==> src/rtl/wb_pkg.sv <==
// Shared types for the register-file write-back path.
package wb_pkg;
  localparam int XLEN   = 32;
  localparam int REG_AW = 5;

  typedef struct packed {
    logic [REG_AW-1:0] rd;
    logic [XLEN-1:0]   data;
  } wb_entry_t;
endpackage

==> src/rtl/wb_fifo.sv <==
// In-order FIFO of write-back entries; exposes every slot in age order
// (index 0 = head/oldest) so the top level can search pending writes.
module wb_fifo
  import wb_pkg::*;
#(
  parameter int DEPTH = 4
) (
  input  logic                          clk,
  input  logic                          rst_n,
  input  logic                          push,
  input  logic                          pop,
  input  wb_entry_t                     wdata,
  output wb_entry_t                     head,
  output logic                          full,
  output logic                          empty,
  output logic [$clog2(DEPTH):0]        count,
  output wb_entry_t [DEPTH-1:0]         ents,
  output logic [DEPTH-1:0]              ent_vld
);
  localparam int AW = $clog2(DEPTH);

  wb_entry_t         mem [DEPTH];
  logic [AW-1:0]     wr_ptr;
  logic [AW-1:0]     rd_ptr;

  always_ff @(posedge clk or negedge rst_n) begin
    if (!rst_n) begin
      wr_ptr <= '0;
      rd_ptr <= '0;
      count  <= '0;
    end else begin
      if (push) wr_ptr <= wr_ptr + 1'b1;
      if (pop)  rd_ptr <= rd_ptr + 1'b1;
      case ({push, pop})
        2'b10:   count <= count + 1'b1;
        2'b01:   count <= count - 1'b1;
        default: count <= count;
      endcase
    end
  end

  // Storage carries no reset; occupancy alone decides which slots are live.
  always_ff @(posedge clk) begin
    if (push) mem[wr_ptr] <= wdata;
  end

  assign head  = mem[rd_ptr];
  assign full  = (count == (AW+1)'(DEPTH));
  assign empty = (count == '0);

  always_comb begin
    ents    = '0;
    ent_vld = '0;
    for (int i = 0; i < DEPTH; i++) begin
      ents[i]    = mem[rd_ptr + AW'(i)];
      ent_vld[i] = ((AW+1)'(i) < count);
    end
  end
endmodule

==> src/rtl/regfile_wb_queue.sv <==
// Write-back queue feeding the register file's single write port, with
// LSU-priority arbitration, x0 filtering and youngest-first forwarding.
module regfile_wb_queue
  import wb_pkg::REG_AW, wb_pkg::wb_entry_t;
#(
  parameter int XLEN  = 32,
  parameter int DEPTH = 4
) (
  input  logic                   clk,
  input  logic                   rst_n,
  input  logic                   lsu_valid,
  output logic                   lsu_ready,
  input  logic [REG_AW-1:0]      lsu_rd,
  input  logic [XLEN-1:0]        lsu_data,
  input  logic                   alu_valid,
  output logic                   alu_ready,
  input  logic [REG_AW-1:0]      alu_rd,
  input  logic [XLEN-1:0]        alu_data,
  output logic                   rf_we,
  output logic [REG_AW-1:0]      rf_rd,
  output logic [XLEN-1:0]        rf_indata,
  input  logic [REG_AW-1:0]      fwd_rs1,
  input  logic [REG_AW-1:0]      fwd_rs2,
  output logic                   fwd_hit1,
  output logic                   fwd_hit2,
  output logic [XLEN-1:0]        fwd_data1,
  output logic [XLEN-1:0]        fwd_data2,
  output logic [$clog2(DEPTH):0] count
);
  logic                  full;
  logic                  empty;
  logic                  lsu_acc;
  logic                  alu_acc;
  logic                  push;
  logic                  pop;
  wb_entry_t             wdata;
  wb_entry_t             head;
  wb_entry_t [DEPTH-1:0] ents;
  logic [DEPTH-1:0]      ent_vld;

  // Ready depends only on registered occupancy and lsu_valid, never on the drain.
  assign lsu_ready = !full;
  assign alu_ready = !full && !lsu_valid;
  assign lsu_acc   = lsu_valid && lsu_ready;
  assign alu_acc   = alu_valid && alu_ready;

  always_comb begin
    wdata = '0;
    push  = 1'b0;
    if (lsu_acc) begin
      wdata = '{rd: lsu_rd, data: lsu_data};
      push  = (lsu_rd != '0);
    end else if (alu_acc) begin
      wdata = '{rd: alu_rd, data: alu_data};
      push  = (alu_rd != '0);
    end
  end

  assign pop = !empty;

  wb_fifo #(.DEPTH(DEPTH)) u_fifo (
    .clk     (clk),
    .rst_n   (rst_n),
    .push    (push),
    .pop     (pop),
    .wdata   (wdata),
    .head    (head),
    .full    (full),
    .empty   (empty),
    .count   (count),
    .ents    (ents),
    .ent_vld (ent_vld)
  );

  // Output stage: register-file write port.
  always_ff @(posedge clk or negedge rst_n) begin
    if (!rst_n) begin
      rf_we     <= 1'b0;
      rf_rd     <= '0;
      rf_indata <= '0;
    end else if (pop) begin
      rf_we     <= 1'b1;
      rf_rd     <= head.rd;
      rf_indata <= head.data;
    end else begin
      rf_we     <= 1'b0;
    end
  end

  logic [1:0][REG_AW-1:0] rs;
  logic [1:0]             hit;
  logic [1:0][XLEN-1:0]   dat;

  assign rs = {fwd_rs2, fwd_rs1};

  // Scan oldest to youngest so the last match wins.
  always_comb begin
    hit = '0;
    dat = '0;
    for (int p = 0; p < 2; p++) begin
      if (rs[p] != '0) begin
        if (rf_we && (rf_rd == rs[p])) begin
          hit[p] = 1'b1;
          dat[p] = rf_indata;
        end
        for (int i = 0; i < DEPTH; i++) begin
          if (ent_vld[i] && (ents[i].rd == rs[p])) begin
            hit[p] = 1'b1;
            dat[p] = ents[i].data;
          end
        end
      end
    end
  end

  assign fwd_hit1  = hit[0];
  assign fwd_hit2  = hit[1];
  assign fwd_data1 = dat[0];
  assign fwd_data2 = dat[1];
endmodule
==> config.mk <==
export PLATFORM = sky130hd
export DESIGN_NAME = regfile_wb_queue
export DESIGN_NICKNAME = d
export VERILOG_FILES = /design/src/rtl/wb_pkg.sv /design/src/rtl/wb_fifo.sv /design/src/rtl/regfile_wb_queue.sv
export SDC_FILE = /design/constraint.sdc
export NUM_CORES = 1
export LEC_CHECK = 0
export ABC_AREA = 0
export BUFFER_PORTS_ARGS = -buffer_cell sky130_fd_sc_hd__buf_2
export CORE_UTILIZATION = 25
export DETAILED_ROUTE_END_ITERATION = 8
export SKIP_CTS_REPAIR_TIMING = 1
export SYNTH_ARGS = -nofsm -noshare
export SYNTH_HDL_FRONTEND = slang
export SYNTH_HIERARCHICAL = 1
export SYNTH_SLANG_ARGS = --single-unit
==> constraint.sdc <==
create_clock -name clk -period 8.1 [get_ports clk]
set_input_delay 0 -clock clk [delete_from_list [all_inputs] [get_ports clk]]
set_output_delay 0 -clock clk [all_outputs]
set_load 0.02 [all_outputs]
==> flow_metrics.env, run 1 <==
export IMPL_status="finished with violations"
export IMPL_failed_checks="negative hold slack"
export IMPL_pwr_share_clk_pct=12.7
export IMPL_stdcell_count=2026
export IMPL_holdWs_ns=-0.0101
export IMPL_avgSynthCellArea_um2=12.6
export IMPL_path_max_fanout=65
export IMPL_synth_top_flop_cell="edfxtp_1"
export IMPL_grt_pass1_wl_um=67000
export IMPL_gr_total_overflow=0
export IMPL_clock_path_buffers=2
export IMPL_core_mm2=0.0556
export IMPL_hp_class="input pin to flop"
export IMPL_totalWireLength_um=46000
export IMPL_antenna_found_initial=1
export IMPL_numCtsBuffers=17
export IMPL_initial_core_util_pct=25.5
export IMPL_io_pins=197
export IMPL_ys_ff_latch=193
export IMPL_area_delta_synth_final_pct=15.5
export IMPL_slew_viol_final=0
export IMPL_rows=86
export IMPL_clk_latency_ns=0.49
export IMPL_drc=0
export IMPL_setup_violations=0
export IMPL_port_buffers=196
export IMPL_p_switching_w=0.00279
export IMPL_rr_worst_depth=10
export IMPL_drtAntennaViolNets=0
export IMPL_critPathLaunchType="flop"
export IMPL_synthesis_nets=1221
export IMPL_p_int_w=0.00360
export IMPL_via_per_inst=5.35
export IMPL_total_leakage_power_nw=5.79
export IMPL_cts_tree="done"
export IMPL_clock_skew_ns=0.0105
export IMPL_drt_pass1_iter_count=5
export IMPL_dieArea_mm2=0.0577
export IMPL_finalHoldViolCount=12
export IMPL_cts_sinks=193
export IMPL_dpl_worst_slack_ns=3.02
export IMPL_yosysWarnings=6
export IMPL_slew_headroom_pct=13.7
export IMPL_syn_inst=1124
export IMPL_ir_worst_vdd_mv=0.235
export IMPL_synth_distinct_cells=41
export IMPL_p_seq_share_pct=28.2
export IMPL_wl_per_cell_um=22.7
export IMPL_syn_cell_area_mm2=0.0142
export IMPL_hold_depth=2
export IMPL_grt_max_degree=74
export IMPL_switching_share_pct=43.7
export IMPL_vias=10833
export IMPL_period_minus_slack_ns=5.53
export IMPL_critPathArrivalTime_ns=5.53
export IMPL_tightest_slew_ns=1.29
export IMPL_drv_cap=0
export IMPL_first_global_vias=10425
export IMPL_fin_setup_tns_ns=0
export IMPL_dp_hpwl_um=29900
export IMPL_fin_ws_ns=2.57
export IMPL_pwr_share_comb_pct=59.1
export IMPL_fin_util_pct=29.5
export IMPL_finalCritPeriodShare_pct=68.3
export IMPL_crit_type="flop to output pin"
export IMPL_synth_edff_count=148
export IMPL_cp_required_ns=8.10
export IMPL_globalRouteTotalUtil_pct=15.9
export IMPL_dieHeight_um=240
export IMPL_path_clk_slew_ns=0.07
export IMPL_first_iter_violations=939
export IMPL_ys_seq_area_share_pct=39.2
export IMPL_cts_root_buffer="clkbuf_16"
export IMPL_final_layout_size_suffix_gt1_share_pct=35.5
export IMPL_async_flop_share_pct=23.3
export IMPL_h_tree_depth=4
export IMPL_die_w_um=240
export IMPL_cp_end_kind="output pin"
export IMPL_fin_nets=1360
export IMPL_powerDensity_mw_per_mm2=390
export IMPL_grt_setup_unrepaired="no"
export IMPL_dp_cells=1928
export IMPL_place_congestion=0.883
export IMPL_fmax_ghz=0.181
cell usage after synthesis (all sizes together), types with 3 or more instances:
master / instances / share of area (%)
mux2: 37 / 2.9
xnor2: 17 / 1.0
mux4: 148 / 23
o211ai: 32 / 1.7
edfxtp: 148 / 31
a21oi: 32 / 1.1
a211o: 31 / 1.9
and2: 6 / 0.26
xor2: 39 / 2.4
nor4: 10 / 0.48
inv: 9 / 0.24
mux2i: 33 / 2.3
nand2: 71 / 1.9
nor3: 3 / 0.11
a32o: 32 / 2.3
nand3: 34 / 1.2
nor2: 104 / 2.8
clkbuf: 45 / 1.2
ha: 9 / 0.79
a22o: 37 / 2.3
o21ai: 36 / 1.3
and3: 7 / 0.31
dfrtp: 45 / 7.9
buf: 113 / 6.7
a31oi: 32 / 1.4
power by group through the flow:
stage | combinational (W) | clock, W | sequential, W
after detailed placement | 0.00376 | 0 | 0.00182
after floorplan | 0.00303 | 0 | 0.00180
final | 0.00378 | 0.000810 | 0.00180
after global placement | 0.00371 | 0 | 0.00178
after global routing | 0.00407 | 0.000864 | 0.00185
after CTS | 0.00377 | 0.000836 | 0.00180
final timing paths:
path	startpoint	end	slack (ns)
worst min-delay path	lsu_rd[3]	u_fifo/mem[3][35]	-0.01
worst max register to register	u_fifo/count[0]	u_fifo/mem[1][27]	4.56
max in group asynchronous	rst_n	u_fifo/rd_ptr[1]	7.32
worst max-delay path	u_fifo/rd_ptr[1]	fwd_data2[27]	2.57
worst min register to register	u_fifo/wr_ptr[0]	u_fifo/wr_ptr[0]	0.56
min in group asynchronous	rst_n	rf_indata[29]	0.20
metal layers:
metal  up-vias  GRT usage (%)  share of wire [%]
met4         0           5.23                1.8
met1      5592           20.0                 41
met5         -              0                  0
li1       4701              -                  -
met3        71           3.27                6.7
met2       469           27.3                 51
through the flow:
step                      total power (W)  cell area, um2
after floorplan                   0.00483           14200
after global placement            0.00549           15200
after detailed placement          0.00558           15200
after CTS                         0.00641           15700
after global routing              0.00679           16400
final                             0.00639           16400
area by class of cell:
| cell class | instances | area (um2) |
|---|---|---|
| Timing Repair Buffer | 278 | 1760 |
| Sequential cell | 193 | 5580 |
| Antenna cell | 2 | 5.00 |
| Fill cell | 5681 | 39200 |
| Multi-Input combinational cell | 764 | 7550 |
| Clock buffer | 23 | 478 |
| Inverter | 9 | 33.8 |
| Clock inverter | 9 | 58.8 |
| Tap cell | 748 | 936 |
placed cells by master (no fill, tap or decap), types with 6 or more instances in the layout:
| cell | n |
|---|---|
| dlygate4sd3_1 | 64 |
| nand2_1 | 69 |
| nor4_1 | 9 |
| dfrtp_1 | 43 |
| xor2_1 | 39 |
| xnor2_1 | 17 |
| clkbuf_16 | 17 |
| a21oi_1 | 32 |
| mux2i_1 | 33 |
| a32o_1 | 32 |
| and3_2 | 6 |
| ha_1 | 9 |
| o21ai_0 | 36 |
| a22o_1 | 37 |
| o211ai_1 | 32 |
| buf_4 | 18 |
| a211o_1 | 31 |
| mux2_2 | 37 |
| edfxtp_1 | 148 |
| nor2_1 | 103 |
| nand3_1 | 31 |
| buf_2 | 196 |
| mux4_2 | 148 |
| a31oi_1 | 32 |
| inv_1 | 9 |
kinds of logic (layout without fill, tap and decap cells):
logic type | after synthesis | count (layout) | share of synthesized area (%)
AND/OR/NAND/NOR | 243 | 243 | 7.36
AO/OA/AOI/OAI | 238 | 238 | 12.3
multiplexers | 218 | 218 | 28.7
flip-flops | 193 | 193 | 39.2
buffers and inverters | 167 | 319 | 8.08
XOR/XNOR | 56 | 56 | 3.46
adder cells (fa/ha/maj) | 9 | 9 | 0.793
other | 0 | 2 | 0
sequential cells by signal, summed over array words and instances (netlist names):
signal and cells:
u_fifo/rd_ptr 2, u_fifo/wr_ptr 2, rf_we 1, u_fifo/mem 148, u_fifo/count 3, rf_indata 32
rf_rd 5
worst max-delay path, cell delays in order, from the launching register on:
cell and delay [ns]:
dfrtp_4 0.79, buf_4 0.86, mux4_2 0.64, xor2_1 0.18, nor4_1 0.23, and3_2 0.87
o21bai_4 0.35, buf_4 0.47, o211ai_1 0.16, a32o_1 0.26, buf_2 0.16
Note: power is estimated with default switching activity, not from simulation.
==> run 2, diff against run 1 <==
Settings changed: ABC_AREA 0 to 1.
Clock period 8.1 ns to 4.4 ns, I/O delays scaled along.
==> run 2 against run 1 <==
  * The run still ends with negative hold slack left
  * Power grew 130%
  * Critical path depth grew 2
  * Sequential power grew 74%
  * Synthesized cell count grew 87%
  * Combinational power grew to 2.6 times the previous value
  * Core utilization grew 0.34 points
  * Register-to-register slack lost 3.3 ns
  * Wire length grew 13%
  * Critical path type unchanged
==> flow_metrics.env, run 2 <==
export IMPL_cts_tree="done"
export IMPL_numCtsBuffers=17
export IMPL_postLayoutCellArea_mm2=0.0177
export IMPL_mostFrequentLayoutCell="nand2_1"
export IMPL_total_leakage_power_nw=8.57
export IMPL_core_mm2=0.0594
export IMPL_place_congestion=0.876
export IMPL_drc=0
export IMPL_async_flop_share_pct=23.3
export IMPL_grt_setup_unrepaired="no"
export IMPL_via_per_inst=4.69
export IMPL_syn_inst=2106
export IMPL_clock_skew_ns=0.0144
export IMPL_fin_util_pct=29.8
export IMPL_totalWireLength_um=52100
export IMPL_avgSynthCellArea_um2=7.17
export IMPL_gr_total_overflow=0
export IMPL_h_tree_depth=4
export IMPL_slew_headroom_pct=29.8
export IMPL_path_delay_family="simple AND/OR/NAND/NOR gates"
export IMPL_final_layout_size_suffix_gt1_share_pct=16.1
export IMPL_synth_edff_count=148
export IMPL_dieArea_mm2=0.0614
export IMPL_grt_pass1_wl_um=77400
export IMPL_cts_root_buffer="clkbuf_16"
export IMPL_worstPathCellList="nand2_1 -> o21ai_0 -> mux2i_1 -> nor2_1 -> nor3_4 -> nand3_4 -> nand2_1 -> nand2_1 -> nand2_1 -> nand3_1 -> a21oi_1 -> buf_2"
export IMPL_drtAntennaViolNets=0
export IMPL_first_iter_violations=1083
export IMPL_rows=89
export IMPL_critPathLaunchType="flop"
export IMPL_globalRouteTotalUtil_pct=17.0
export IMPL_path_clk_slew_ns=0.07
export IMPL_dpl_worst_slack_ns=1.01
export IMPL_ys_seq_area_share_pct=36.9
export IMPL_dp_hpwl_um=35300
export IMPL_status="finished with violations"
export IMPL_finalHoldViolCount=1
export IMPL_finalCritPeriodShare_pct=88.4
export IMPL_period_minus_slack_ns=3.89
export IMPL_area_delta_synth_final_pct=17.1
export IMPL_switching_share_pct=55.7
export IMPL_tightest_slew_ns=1.05
export IMPL_wl_per_cell_um=17.2
export IMPL_diodes=0
export IMPL_grt_max_degree=138
export IMPL_ir_worst_vdd_mv=0.350
export IMPL_yosys_top_cells_area="edfxtp_1 (29%), nand2_1 (20%), dfrtp_1 (7.5%), o21ai_0 (7.4%), mux2i_1 (4.9%)"
export IMPL_powerDensity_mw_per_mm2=830
export IMPL_port_buffers=196
export IMPL_ff2ff_setup_slack_ns=1.27
export IMPL_crit_type="flop to output pin"
export IMPL_die_w_um=248
export IMPL_fin_setup_tns_ns=0
export IMPL_slowest_delay_ns=0.64
export IMPL_synth_top_area_share_pct=29.4
export IMPL_vias=14185
export IMPL_clk_latency_ns=0.50
export IMPL_p_switching_w=0.00818
export IMPL_holdWs_ns=-0.00437
export IMPL_slew_viol_final=0
export IMPL_dieHeight_um=248
export IMPL_final_cell_mix="nand2_1 (810), o21ai_0 (222), buf_2 (196)"
export IMPL_failed_checks="negative hold slack"
export IMPL_io_pins=197
export IMPL_critPathArrivalTime_ns=3.89
export IMPL_first_global_vias=12775
export IMPL_p_int_w=0.00650
export IMPL_initial_core_util_pct=25.5
export IMPL_ys_ff_latch=193
export IMPL_cpMostUsedCell="nand2_1"
export IMPL_syn_cell_area_mm2=0.0151
export IMPL_synth_distinct_cells=41
export IMPL_cts_sinks=193
export IMPL_drv_cap=0
export IMPL_cp_required_ns=4.40
export IMPL_pwr_share_clk_pct=10.7
export IMPL_synthesis_nets=2203
export IMPL_yosysWarnings=6
export IMPL_hp_class="input pin to flop"
export IMPL_fillers=6425
export IMPL_antenna_found_initial=0
export IMPL_p_seq_share_pct=21.3
export IMPL_reg_top3="u_fifo/mem x148, rf_indata x32, rf_rd x5"
export IMPL_pwr_share_comb_pct=68.0
export IMPL_drt_pass1_iter_count=5
export IMPL_synth_top_flop_cell="edfxtp_1"
export IMPL_synthTopCellsByCount="nand2_1 (810), o21ai_0 (222), inv_1 (183)"
export IMPL_fin_nets=2338
export IMPL_yosysTopAreaCell="edfxtp_1"
export IMPL_crit_slowest_cell="dfrtp_4"
export IMPL_synth_most_common_cell="nand2_1"
export IMPL_cp_end_kind="output pin"
export IMPL_top_register="u_fifo/mem"
export IMPL_crit_buf_inv=1
export IMPL_dpl_cell_area_mm2=0.0165
export IMPL_setup_violations=0
export IMPL_clock_path_buffers=2
export IMPL_fmax_ghz=0.257
export IMPL_largest_register_ffs=148
export IMPL_path_max_fanout=39
export IMPL_fin_ws_ns=0.512
[run 2: worst paths after layout]
| kind | start | to | cells after the start |
|---|---|---|---|
| setup / recovery | u_fifo/rd_ptr[0] | fwd_data2[18] | 12 |
| setup reg to reg | u_fifo/count[0] | u_fifo/mem[3][25] | 9 |
| hold reg to reg | u_fifo/wr_ptr[0] | u_fifo/wr_ptr[0] | 1 |
| max in group asynchronous | rst_n | u_fifo/rd_ptr[1] | 3 |
| min in group asynchronous | rst_n | u_fifo/count[2] | 3 |
| hold / removal | alu_data[24] | u_fifo/mem[3][24] | 2 |
[run 2: through the flow]
step	power, W	hold slack [ns]	cells
after global routing	0.0160	0.00184	3027
after floorplan	0.0105	-0.296	2106
final	0.0147	-0.00437	3027
after CTS	0.0147	-0.353	2963
after global placement	0.0130	0.191	2931
after detailed placement	0.0131	0.197	2931
[run 2: kinds of logic after synthesis]
family / synth area share (%)
AOI/OAI and AO/OA: 18.4
xor gates and xnor gates: 0.878
adders and majority gates: 0.745
buffers and inverters: 11.7
DFF: 36.9
muxes: 4.90
and+or+nand+nor: 26.5
[run 2: power groups by stage]
stage               Combinational (W)  Clock, W  Sequential (W)
floorplan                     0.00727         0         0.00321
finish                        0.00998   0.00157         0.00313
global placement              0.00985         0         0.00316
global route                   0.0111   0.00168         0.00321
detailed placement            0.00990         0         0.00316
CTS                           0.00993   0.00162         0.00313
[run 2: layout make-up]
cell class | instances | area (um2) | area share (%)
clock buffers | 18 | 429 | 2.43
multi-input cells | 1534 | 7850 | 44.4
clock inverters | 14 | 144 | 0.813
inverters | 196 | 736 | 4.16
repair buffers | 299 | 1990 | 11.2
flip-flops and latches | 193 | 5580 | 31.5
well taps | 773 | 967 | 5.47
[run 2: per-layer routing]
| layer | share of wire (%) | GRT usage, % | up-vias |
|---|---|---|---|
| met4 | 2.8 | 7.00 | 0 |
| met5 | 0 | 0 | - |
| li1 | - | - | 7151 |
| met3 | 5.0 | 2.80 | 77 |
| met2 | 48 | 28.4 | 436 |
| met1 | 45 | 21.6 | 6521 |
==> run 3, diff against run 2 <==
Settings changed: CORE_UTILIZATION 25 to 35.
==> run 3 against run 2 <==
  * The flow still finishes with violations (negative hold slack)
  * Global-route usage is 5.4 points higher
  * Register-to-register slack worse by 0.24 ns
  * Clock power is 5% lower
  * Largest cell class unchanged
  * Worst setup slack worse by 0.057 ns
==> flow_metrics.env, run 3 (synthesized netlist as in run 2, its figures left out) <==
export IMPL_critPathLaunchType="flop"
export IMPL_place_congestion=0.943
export IMPL_cts_tree="done"
export IMPL_largest_register_ffs=148
export IMPL_numCtsBuffers=17
export IMPL_first_iter_violations=995
export IMPL_drv_cap=0
export IMPL_grt_pass1_wl_um=75100
export IMPL_initial_core_util_pct=35.8
export IMPL_tightest_slew_ns=0.999
export IMPL_clk_latency_ns=0.46
export IMPL_gr_total_overflow=0
export IMPL_fmax_ghz=0.253
export IMPL_reg_top3="u_fifo/mem x148, rf_indata x32, rf_rd x5"
export IMPL_first_global_vias=13238
export IMPL_final_layout_size_suffix_gt1_share_pct=16.1
export IMPL_fin_setup_tns_ns=0
export IMPL_total_leakage_power_nw=8.45
export IMPL_status="finished with violations"
export IMPL_antenna_found_initial=0
export IMPL_path_clk_slew_ns=0.08
export IMPL_grt_max_degree=217
export IMPL_critPathArrivalTime_ns=3.95
export IMPL_setup_violations=0
export IMPL_hp_class="input pin to flop"
export IMPL_failed_checks="negative hold slack"
export IMPL_powerDensity_mw_per_mm2=844
export IMPL_ff2ff_setup_slack_ns=1.03
export IMPL_die_w_um=210
export IMPL_grt_setup_unrepaired="no"
export IMPL_multi_input_area_mm2=0.00784
export IMPL_dp_hpwl_um=34000
export IMPL_finalCritPeriodShare_pct=89.7
export IMPL_h_tree_depth=4
export IMPL_drt_pass1_iter_count=5
export IMPL_top_register="u_fifo/mem"
export IMPL_cp_required_ns=4.40
export IMPL_ir_worst_vdd_mv=0.485
export IMPL_final_cell_mix="nand2_1 (810), o21ai_0 (222), buf_2 (196)"
export IMPL_crit_type="flop to output pin"
export IMPL_slew_headroom_pct=33.3
export IMPL_ff_latch_area_mm2=0.00558
export IMPL_core_mm2=0.0422
export IMPL_power_w=0.0145
export IMPL_drtAntennaViolNets=0
export IMPL_clock_path_buffers=2
export IMPL_globalRouteTotalUtil_pct=22.4
export IMPL_vias=14387
export IMPL_mostFrequentLayoutCell="nand2_1"
export IMPL_dieHeight_um=210
export IMPL_port_buffers=196
export IMPL_dieArea_mm2=0.0440
export IMPL_fillers=4317
export IMPL_fin_nets=2323
export IMPL_drc=0
export IMPL_rows=75
export IMPL_via_per_inst=5.18
export IMPL_clock_skew_ns=0.0123
export IMPL_path_max_fanout=44
export IMPL_fin_ws_ns=0.455
export IMPL_area_delta_synth_final_pct=13.5
export IMPL_totalWireLength_um=49700
export IMPL_diodes=0
export IMPL_cp_end_kind="output pin"
export IMPL_holdWs_ns=-0.0179
export IMPL_dpl_worst_slack_ns=0.999
export IMPL_io_pins=197
export IMPL_wl_per_cell_um=17.9
export IMPL_slew_viol_final=0
export IMPL_period_minus_slack_ns=3.95
export IMPL_cts_root_buffer="clkbuf_16"
export IMPL_cts_sinks=193
export IMPL_finalHoldViolCount=8
run 3: final timing paths:
check                            startpoint  cells past startpoint                end
max                        u_fifo/rd_ptr[0]                     16      fwd_data1[17]
min                            alu_data[23]                      2  u_fifo/mem[3][23]
max reg2reg                 u_fifo/count[0]                     10  u_fifo/mem[2][18]
min reg2reg                   rf_indata[19]                      2      rf_indata[19]
max in group asynchronous             rst_n                      3   u_fifo/rd_ptr[1]
min in group asynchronous             rst_n                      3   u_fifo/wr_ptr[0]
run 3: report_power, final:
| group | switching, W | total (W) | internal, W |
|---|---|---|---|
| logic | 0.00687 | 0.00988 | 0.00301 |
| registers | 0.000433 | 0.00312 | 0.00268 |
| clock network | 0.000749 | 0.00149 | 0.000744 |
| total | 0.00805 | 0.0145 | 0.00643 |
run 3: layout make-up:
class / count / area share (%)
multi-input combinational: 1534 / 45.7
sequential: 193 / 32.5
timing repair buffer: 284 / 10.4
inverter: 196 / 4.29
tap: 539 / 3.93
clock buffer: 18 / 2.56
clock inverter: 14 / 0.613
run 3: layer usage:
layer  wire length, um  GRT usage [%]  vias to the layer above
met5                 0              0                        -
met4               846           6.75                        0
met3              2790           3.44                       69
met2             23800           38.2                      469
met1             22300           29.2                     6737
li1                  -              -                     7112
run 3: critical path, stage by stage (launching register included):
cell	delay, ns
dfrtp_4	0.67
buf_4	0.32
nand2_1	0.10
o21ai_0	0.11
mux2i_1	0.31
inv_1	0.10
nand2_1	0.07
nand2_1	0.05
nor2_1	0.16
nand3_4	0.40
a21oi_4	0.28
buf_4	0.29
nand2_1	0.09
nand2_1	0.07
nand2_1	0.06
a21oi_2	0.18
buf_2	0.20
run 3: per-stage QoR:
stage	cell area, um2	std cells	utilization [%]
detailed placement	16100	2697	38.2
global route	17200	2778	40.6
CTS	16700	2729	39.5
global placement	16100	2697	38.2
floorplan	15100	2106	-
finish	17200	2778	40.6
